File: src/rtl/pwm_ramp.sv
// Ramped PWM throttle: steps duty up in STEPS equal increments on start,
// holds at full power, ramps back down on stop; abort forces idle at once.
module pwm_ramp #(
  parameter int PERIOD_US    = 100,
  parameter int STEPS        = 4,
  parameter int STEP_PERIODS = 2500,
  localparam int LVL_W       = $clog2(STEPS + 1)
) (
  input  logic             clk_1mhz,
  input  logic             reset,
  input  logic             start,
  input  logic             stop,
  input  logic             abort,
  output logic             pwm_signal,
  output logic [LVL_W-1:0] level,
  output logic             accelerator_active,
  output logic             accelerated,
  output logic             ramp_done
);
  localparam int DUTY_INC = PERIOD_US / STEPS;
  localparam int US_W     = (PERIOD_US > 1) ? $clog2(PERIOD_US) : 1;
  localparam int PER_W    = (STEP_PERIODS > 1) ? $clog2(STEP_PERIODS) : 1;

  localparam logic [US_W-1:0]  US_MAX  = US_W'(PERIOD_US - 1);
  localparam logic [PER_W-1:0] PER_MAX = PER_W'(STEP_PERIODS - 1);
  localparam logic [LVL_W-1:0] LVL_MAX = LVL_W'(STEPS);
  localparam logic [LVL_W-1:0] LVL_ONE = LVL_W'(1);

  localparam logic [1:0] S_IDLE = 2'd0;
  localparam logic [1:0] S_UP   = 2'd1;
  localparam logic [1:0] S_AT   = 2'd2;
  localparam logic [1:0] S_DN   = 2'd3;

  logic [1:0]       r_state;
  logic [LVL_W-1:0] r_level;
  logic [US_W-1:0]  r_us_cnt;
  logic [PER_W-1:0] r_period_cnt;
  logic             r_start_prev, r_stop_prev;
  logic             r_pwm, r_done;

  logic [1:0]       w_state_n;
  logic [LVL_W-1:0] w_level_n;
  logic [US_W-1:0]  w_us_n;
  logic [PER_W-1:0] w_per_n;
  logic             w_done_n, w_pwm_n;
  logic             w_start_edge, w_stop_edge, w_us_wrap, w_step_end;

  assign w_start_edge = start & ~r_start_prev;
  assign w_stop_edge  = stop & ~r_stop_prev;
  assign w_us_wrap    = (r_us_cnt == US_MAX);
  assign w_step_end   = w_us_wrap && (r_period_cnt == PER_MAX);

  always_comb begin
    w_state_n = r_state;
    w_level_n = r_level;
    w_done_n  = 1'b0;
    w_us_n    = '0;
    w_per_n   = '0;
    if (r_state != S_IDLE) begin
      w_us_n  = w_us_wrap ? '0 : r_us_cnt + US_W'(1);
      w_per_n = w_us_wrap ? ((r_period_cnt == PER_MAX) ? '0 : r_period_cnt + PER_W'(1))
                          : r_period_cnt;
    end
    // Abort outranks every edge; the default counter values above are
    // overridden wherever a transition restarts the step timing.
    if (abort) begin
      w_state_n = S_IDLE;
      w_level_n = '0;
      w_us_n    = '0;
      w_per_n   = '0;
    end else begin
      case (r_state)
        S_IDLE: if (w_start_edge && !w_stop_edge) begin
          w_state_n = S_UP;
          w_level_n = LVL_ONE;
        end
        S_UP: begin
          if (w_stop_edge) begin
            w_us_n  = '0;
            w_per_n = '0;
            if (r_level == LVL_ONE) begin
              w_state_n = S_IDLE;
              w_level_n = '0;
              w_done_n  = 1'b1;
            end else begin
              w_state_n = S_DN;
              w_level_n = r_level - LVL_ONE;
            end
          end else if (w_step_end) begin
            if (r_level == LVL_MAX) w_state_n = S_AT;
            else                    w_level_n = r_level + LVL_ONE;
          end
        end
        S_AT: if (w_stop_edge) begin
          w_us_n  = '0;
          w_per_n = '0;
          if (STEPS == 1) begin
            w_state_n = S_IDLE;
            w_level_n = '0;
            w_done_n  = 1'b1;
          end else begin
            w_state_n = S_DN;
            w_level_n = LVL_MAX - LVL_ONE;
          end
        end
        default: begin
          if (w_start_edge && !w_stop_edge) begin
            w_state_n = S_UP;
            w_level_n = r_level + LVL_ONE;
            w_us_n    = '0;
            w_per_n   = '0;
          end else if (w_step_end) begin
            w_level_n = r_level - LVL_ONE;
            if (r_level == LVL_ONE) begin
              w_state_n = S_IDLE;
              w_done_n  = 1'b1;
              w_us_n    = '0;
            end
          end
        end
      endcase
    end
  end

  // The PWM flop is loaded from next-state values so it always matches
  // the comparison of the registered counter and level.
  assign w_pwm_n = (32'(w_us_n) < 32'(w_level_n) * 32'(DUTY_INC));

  always_ff @(posedge clk_1mhz or posedge reset) begin
    if (reset) begin
      r_state      <= S_IDLE;
      r_level      <= '0;
      r_us_cnt     <= '0;
      r_period_cnt <= '0;
      r_start_prev <= 1'b0;
      r_stop_prev  <= 1'b0;
      r_pwm        <= 1'b0;
      r_done       <= 1'b0;
    end else begin
      r_state      <= w_state_n;
      r_level      <= w_level_n;
      r_us_cnt     <= w_us_n;
      r_period_cnt <= w_per_n;
      r_start_prev <= start;
      r_stop_prev  <= stop;
      r_pwm        <= w_pwm_n;
      r_done       <= w_done_n;
    end
  end

  assign pwm_signal         = r_pwm;
  assign level              = r_level;
  assign accelerator_active = (r_state == S_UP) || (r_state == S_DN);
  assign accelerated        = (r_state == S_AT);
  assign ramp_done          = r_done;
endmodule

File: config.mk
export PLATFORM = sky130hd
export DESIGN_NAME = pwm_ramp
export DESIGN_NICKNAME = d
export VERILOG_FILES = /design/src/rtl/pwm_ramp.sv
export SDC_FILE = /design/constraint.sdc
export NUM_CORES = 1
export LEC_CHECK = 0
export ABC_CLOCK_PERIOD_IN_PS = 4200
export CAP_MARGIN = 20
export CORE_MARGIN = 5
export CORE_UTILIZATION = 45
export DETAILED_ROUTE_END_ITERATION = 10
export HOLD_SLACK_MARGIN = 0.15
export PLACE_DENSITY = 0.67
export SKIP_CTS_REPAIR_TIMING = 1
export SLEW_MARGIN = 0
export SYNTH_ARGS = -nofsm -noshare
export SYNTH_HDL_FRONTEND = slang
export SYNTH_SLANG_ARGS = --single-unit
File: constraint.sdc
create_clock -name clk_1mhz -period 4.2 [get_ports clk_1mhz]
set_input_delay 0.84 -clock clk_1mhz [delete_from_list [all_inputs] [get_ports clk_1mhz]]
set_output_delay 0.84 -clock clk_1mhz [all_outputs]
set_load 0.01 [all_outputs]
**Word level (Yosys, flattened, before mapping)**

Index checks and enable logic that the tools add are counted.

- Register bits: 28
- Input bits: 5
- Word-level logic and storage cells: 82

- Add/sub/neg operators: 4
- Multiply operators: 1
- Magnitude comparators: 1
- Equal/unequal tests: 11
- Muxes and demuxes: 42
- Bitwise gates (word level): 4
- Reduce and logical (&&, ||, !) cells: 11

Operator list:

| cell | count |
|---|---|
| 12-bit two-way mux | 6 |
| 7-bit two-way mux | 7 |
| 3-bit two-way mux | 9 |
| 12-bit case mux with 2 select lines | 1 |
| 2-bit two-way mux | 10 |
| 7-bit case mux with 2 select lines | 1 |
| 12-bit by 1-bit adder with 12-bit output, second input constant | 1 |
| 12-bit equality test, second input constant | 1 |
| 5-bit nonzero test | 2 |
| 3-bit case mux with 3 select lines | 1 |
| 7-bit by 8-bit < comparator with 1-bit output | 1 |
| 3-bit by 5-bit multiplier with 8-bit output, second input constant | 1 |
| 4-bit inequality test, second input constant | 2 |
| 7-bit by 1-bit adder with 7-bit output, second input constant | 1 |
| 7-bit equality test, second input constant | 1 |
| 2-bit case mux with 3 select lines | 1 |
| 6-bit AND reduction | 1 |
| 1-bit two-way mux | 5 |
| 2-bit equality test, second input constant | 2 |
| 2-bit OR reduction | 2 |
| 3-bit by 1-bit adder with 3-bit output, second input constant | 1 |
| 3-bit by 1-bit equality test with 1-bit output, second input constant | 1 |
| 3-bit equality test, second input constant | 1 |
| 3-bit by 2-bit inequality test with 1-bit output, second input constant | 1 |
| 11 further kinds | 14 |

**Longest topological paths before layout**

- Word-level depth: 9
- Mapped depth: 19
- Gate-level depth less buffers: 19

**Worst setup path before layout**

No wires, ideal clock.

- Kind: input-to-reg
- From: in stop
- To: reg r_pwm (netlist: pwm_signal)
- Library setup time: 127 ps
- Arrival time: 3,644 ps
- Data required time: 4,073 ps
- Path slack: 429 ps
- Stages on the path: 16
- Path buffers: 0
- Cells stage by stage: nor2b_1 > nand3_1 > o221ai_1 > a21oi_1 > a311o_1 > ha_1 > inv_1 > ha_1 > ha_1 > inv_1 > ha_1 > nand3_1 > or3_1 > o32ai_1 > a21o_1 > o41ai_2

- Word-level cells in the longest chain between the ends: 8
- Elaborated cells on any way between the ends: 15

Ends and longest elaborated chain:

| what | line | source |
|---|---|---|
| from (decl) | 12 | `input logic stop,` |
| 1-bit AND * | 49 | `assign w_stop_edge = stop & ~r_stop_prev;` |
| 1-bit logical NOT | 73, 107 |  |
| 1-bit logical AND | 73, 107 |  |
| 3-bit two-way mux, on equally long branches | 107, 73 |  |
| 3-bit case mux with 3 select lines | 72 | `case (r_state)` |
| 3-bit two-way mux | 66 | `if (abort) begin` |
| 3-bit by 5-bit multiplier with 8-bit output | 127 | `assign w_pwm_n = (32'(w_us_n) < 32'(w_level_n) * 32'(DUTY_INC));` |
| 7-bit by 8-bit < comparator with 1-bit output * | 127 |  |
| via w_pwm_n | 45 | `logic w_done_n, w_pwm_n;` |
| to (signal assigned) | 146 | `r_pwm <= w_pwm_n;` |
| to (decl) | 39 | `logic r_pwm, r_done;` |

The timed path passes the listed nets; every way through them passes the cells marked *.
A chain may end at the register's enable or synchronous reset.

**Worst setup path after layout**

- From: in stop
- To: reg r_pwm (netlist: pwm_signal)

- Word-level cells in the longest chain between the ends: 8
- Elaborated cells on any way between the ends: 15

Ends and longest elaborated chain:

| what | line | source |
|---|---|---|
| 1-bit AND * | 49 |  |
| 1-bit logical NOT | 73, 107 |  |
| 1-bit logical AND | 73, 107 |  |
| 3-bit two-way mux, on equally long branches | 107, 73 |  |
| 3-bit case mux with 3 select lines * | 72 |  |
| 3-bit two-way mux * | 66 |  |
| via w_level_n[2] | 42 | `logic [LVL_W-1:0] w_level_n;` |
| 3-bit by 5-bit multiplier with 8-bit output * | 127 |  |
| 7-bit by 8-bit < comparator with 1-bit output * | 127 |  |
| via w_pwm_n | 45 |  |

Marks and branches as above.

==> results by stage <==
Synthesis:
- The sequential-to-total area share from yosys stat is 0.3576.
- The synthesized net count is 233.
- The most area-hungry cell type in the Yosys netlist is dfrtp_1.
- The post-synthesis area per instance is roughly 9.5 um2.
- The number of distinct standard cells referenced by the synthesized netlist is around 50.
- By count the netlist is led by 28 x dfrtp_1, 21 x ha_1, 21 x nor2_1, 13 x nand2_1, 11 x inv_1.
- The cell count after synthesis is 207.
- The synthesized design contains 0 enable-type register cells.
- The count of warnings emitted by yosys is 0.
- The number of register bits inferred by synthesis is 28.
- The predominant post-synthesis flop cell is dfrtp_1.
- The cell area after synthesis is 1959 um2.
- After synthesis, the cell types taking the most area are dfrtp_1 36%, ha_1 13%, nor2_1 4.0%, xor2_1 4.0%, xnor2_1 3.6%.
- The most common cell in the synthesized netlist is dfrtp_1.
- The proportion of synthesized flip-flops having asynchronous set or reset is 1.000.
- The top cell type's share of synthesized area is 0.3576.

Clock tree:
- Clock tree synthesis found a total of 28 sinks.
- The CTS tree is built.
- The number of clock buffers added by TritonCTS is 3.
- The tree is rooted in a clkbuf_8.
- The clock passes through at most 2 buffers.
- Clock-pin slew was measured on the worst setup and hold paths at around 0.1 ns.
- CTS built an H-tree with a depth of 1.
- The clock reaches the later pin of the worst-skew pair after ~0.27 ns.

Timing:
- Setup violations remaining at the end of the flow were counted as 0.
- The final count of pins violating max slew is 0.
- The routed design could run at a clock period as short as 4.014 ns.
- The fraction of the cycle the final worst path needs is 0.9558.
- The relative slew slack is 0.6662.
- The number of hold violations in the final report is 0.
- The measured slew at the worst slew-check pin is roughly 0.5 ns.
- The clock skew is 0.006544 ns.
- The worst hold slack is 0.5053 ns.
- The upper clock frequency limit is 249.1 MHz.

Routing:
- The detailed-router iteration count before antenna repair is 4.
- The count of nets left with antenna violations once routing finished came out at 0.
- The routed wirelength normalized by instance count is around 14 um.
- After detailed routing, the number of vias per cell comes to 5.412.
- The number of vias in the routed layout is between 1500 and 2000.
- The total wire length is 4.061 mm.
- The detailed-route DRC error count is 0.
- After the first detailed-routing iteration, the DRC count stood at 86.

Placement:
- The HPWL after detailed placement is 3.061 mm.
- During placement, the flow inserted port buffers numbering 11.
- In this run, placement finished with an instance count of 284.
- The weighted congestion at the end of routability-driven global placement is 0.8754.

Run:
- The number of maximum-capacitance constraint violations is 0.

Floorplan:
- The floorplan has 24 rows.
- The die span in x is 75.99 um.
- The area enclosed by the die boundary is between 5000 and 6000 um2.
- 12 I/O pins were placed.
- The initial utilization of the core area, before any placement, comes to 0.4563.
- The chip height is between 70 and 80 um.
- The placeable core region is 4294 um2.

Worst hold path:
- The tightest min-delay check is of the reg2reg type.

Worst setup path:
- The signal arrival time at the worst endpoint is between 4 and 5 ns.
- The element type at the critical path end is a flop.
- Among the stages of the critical path, the cell type that occurs most often is ha_1.
- The worst setup path is of the in2reg kind.
- Data on the critical path is required at its endpoint by 4.36 ns.
- The peak per-stage delay on the critical path is 0.48 ns.
- The largest fanout on the critical path is 6.
- The nature of the critical path startpoint is a primary input.
- The signal on the critical path passes through clkdlybuf4s50_1, nor2b_4, nor2_1, and2_1, a31oi_1, xor2_1, a211oi_2, ha_1, inv_1, ha_1, ha_1, inv_1, ha_1, nand3_1, or3_1, o32ai_2, buf_4, o41ai_2.
- The largest individual stage delay along the critical path comes from the cell clkdlybuf4s50_1.

Power:
- The power consumption is 0.5768 mW.
- The peak supply drop is ~0.00018 V.
- For this design the static power due to leakage is 1.088 nW.
- For this design the ratio of total power to cell area is 242.9 nW/um2.

Finish:
- After the last flow step, the layout net total stands at 264.
- The share of final-layout standard cells stronger than drive strength 1 is 0.1772.
- Compared with the post-synthesis result, the final layout area differs by 21.20%.
- Leaving out filler cells and counting taps, the final layout contains a little under 300.
- Once layout is complete, the utilization of the core stands at 0.5530.
- The antenna diode count is 0.
- Fill cells in the final layout number 404.

GRT:
- Summed over all layers, the global routing overflow is 0.
- The via count of the first global-routing pass is 1527.
- Entering global routing, the biggest net connects 29 pins.
- Across every metal layer, demand over resource in global routing totals 0.1411.
- The number of antenna violations at the first check in global routing is 0.
- The wire length of the first global-routing pass is 6.982 mm.

Outcome:
- The flow ran to the end, and the final reports show no timing, DRC or antenna violations.
## registers in the layout (all words and copies together), names as in the netlist
register and flops:
r_us_cnt 7, r_start_prev 1, r_period_cnt 12, pwm_signal 1, r_stop_prev 1, level 3, r_state 2, ramp_done 1
## logic make-up after synthesis
| logic type | count (synthesis) | synth area share |
|---|---|---|
| flops | 28 | 0.3576 |
| xor+xnor | 17 | 0.07599 |
| compound gates | 43 | 0.1545 |
| buf+inv | 15 | 0.03129 |
| simple gates | 82 | 0.2407 |
| mux | 1 | 0.005747 |
| fa+ha+maj | 21 | 0.1341 |
## worst paths after layout
| path | from | end | slack, ns | cells past startpoint |
|---|---|---|---|---|
| max | stop | pwm_signal | 0.19 | 18 |
| min | r_us_cnt[0] | r_us_cnt[0] | 0.51 | 1 |
| max reg2reg | r_us_cnt[2] | pwm_signal | 0.35 | 16 |
| min reg2reg | r_us_cnt[0] | r_us_cnt[0] | 0.51 | 1 |
| max in group asynchronous | reset | r_start_prev | 3.00 | 3 |
| min in group asynchronous | reset | r_us_cnt[4] | 0.79 | 2 |
## metal layers
| layer | track usage | vias up | wire [um] |
|---|---|---|---|
| li1 | - | 805 | - |
| met1 | 0.2073 | 739 | 2053 |
| met2 | 0.2200 | 18 | 1861 |
| met3 | 0.02128 | 2 | 124 |
| met4 | 0.02669 | 0 | 22 |
| met5 | 0 | - | 0 |
## metrics by stage
stage / worst slack (ns) / instance area [um2] / setup TNS (ns)
finish: 0.1856 / 2375 / 0
global route: -0.02127 / 2375 / -0.02127
CTS: -0.04071 / 2321 / -0.04071
detailed placement: -0.3163 / 2250 / -0.3163
global placement: -0.2839 / 2250 / -0.2839
floorplan: 0.4288 / 1959 / 0
## power by group
group / total (mW) / internal (mW) / switching [mW]
sequential: 0.279 / 0.274 / 0.00497
combinational: 0.0839 / 0.0440 / 0.0398
clock: 0.214 / 0.128 / 0.0862
## layout make-up
class	count	area (um2)	share of cell area
inverter	11	41.29	0.01739
tap	52	65.06	0.02740
clock buffer	3	41.29	0.01739
timing repair buffer	30	272.8	0.1149
clock inverter	1	30.03	0.01264
sequential	28	700.7	0.2950
multi-input combinational	164	1224	0.5153
## cell usage in the layout (no fill, tap or decap), types with 4 or more instances in the layout
cell and instances:
a21o_1 5, a21oi_1 9, and3_1 7, buf_4 18, clkdlybuf4s50_1 11, dfrtp_1 28, ha_1 21, inv_1 11
nand2_1 13, nand2b_1 4, nand3_1 8, nor2_1 21, nor3_1 5, o21ai_0 7, xnor2_1 8, xor2_1 9
## critical path: cells and delay by family
| family | cells | cell delay (ns) |
|---|---|---|
| AO/OA/AOI/OAI | 4 | 0.48 |
| buffers and inverters | 4 | 0.72 |
| XOR/XNOR | 1 | 0.25 |
| AND/OR/NAND/NOR | 5 | 0.87 |
| adder cells (fa/ha/maj) | 4 | 1.04 |
Note: power is estimated with default switching activity, not from simulation.
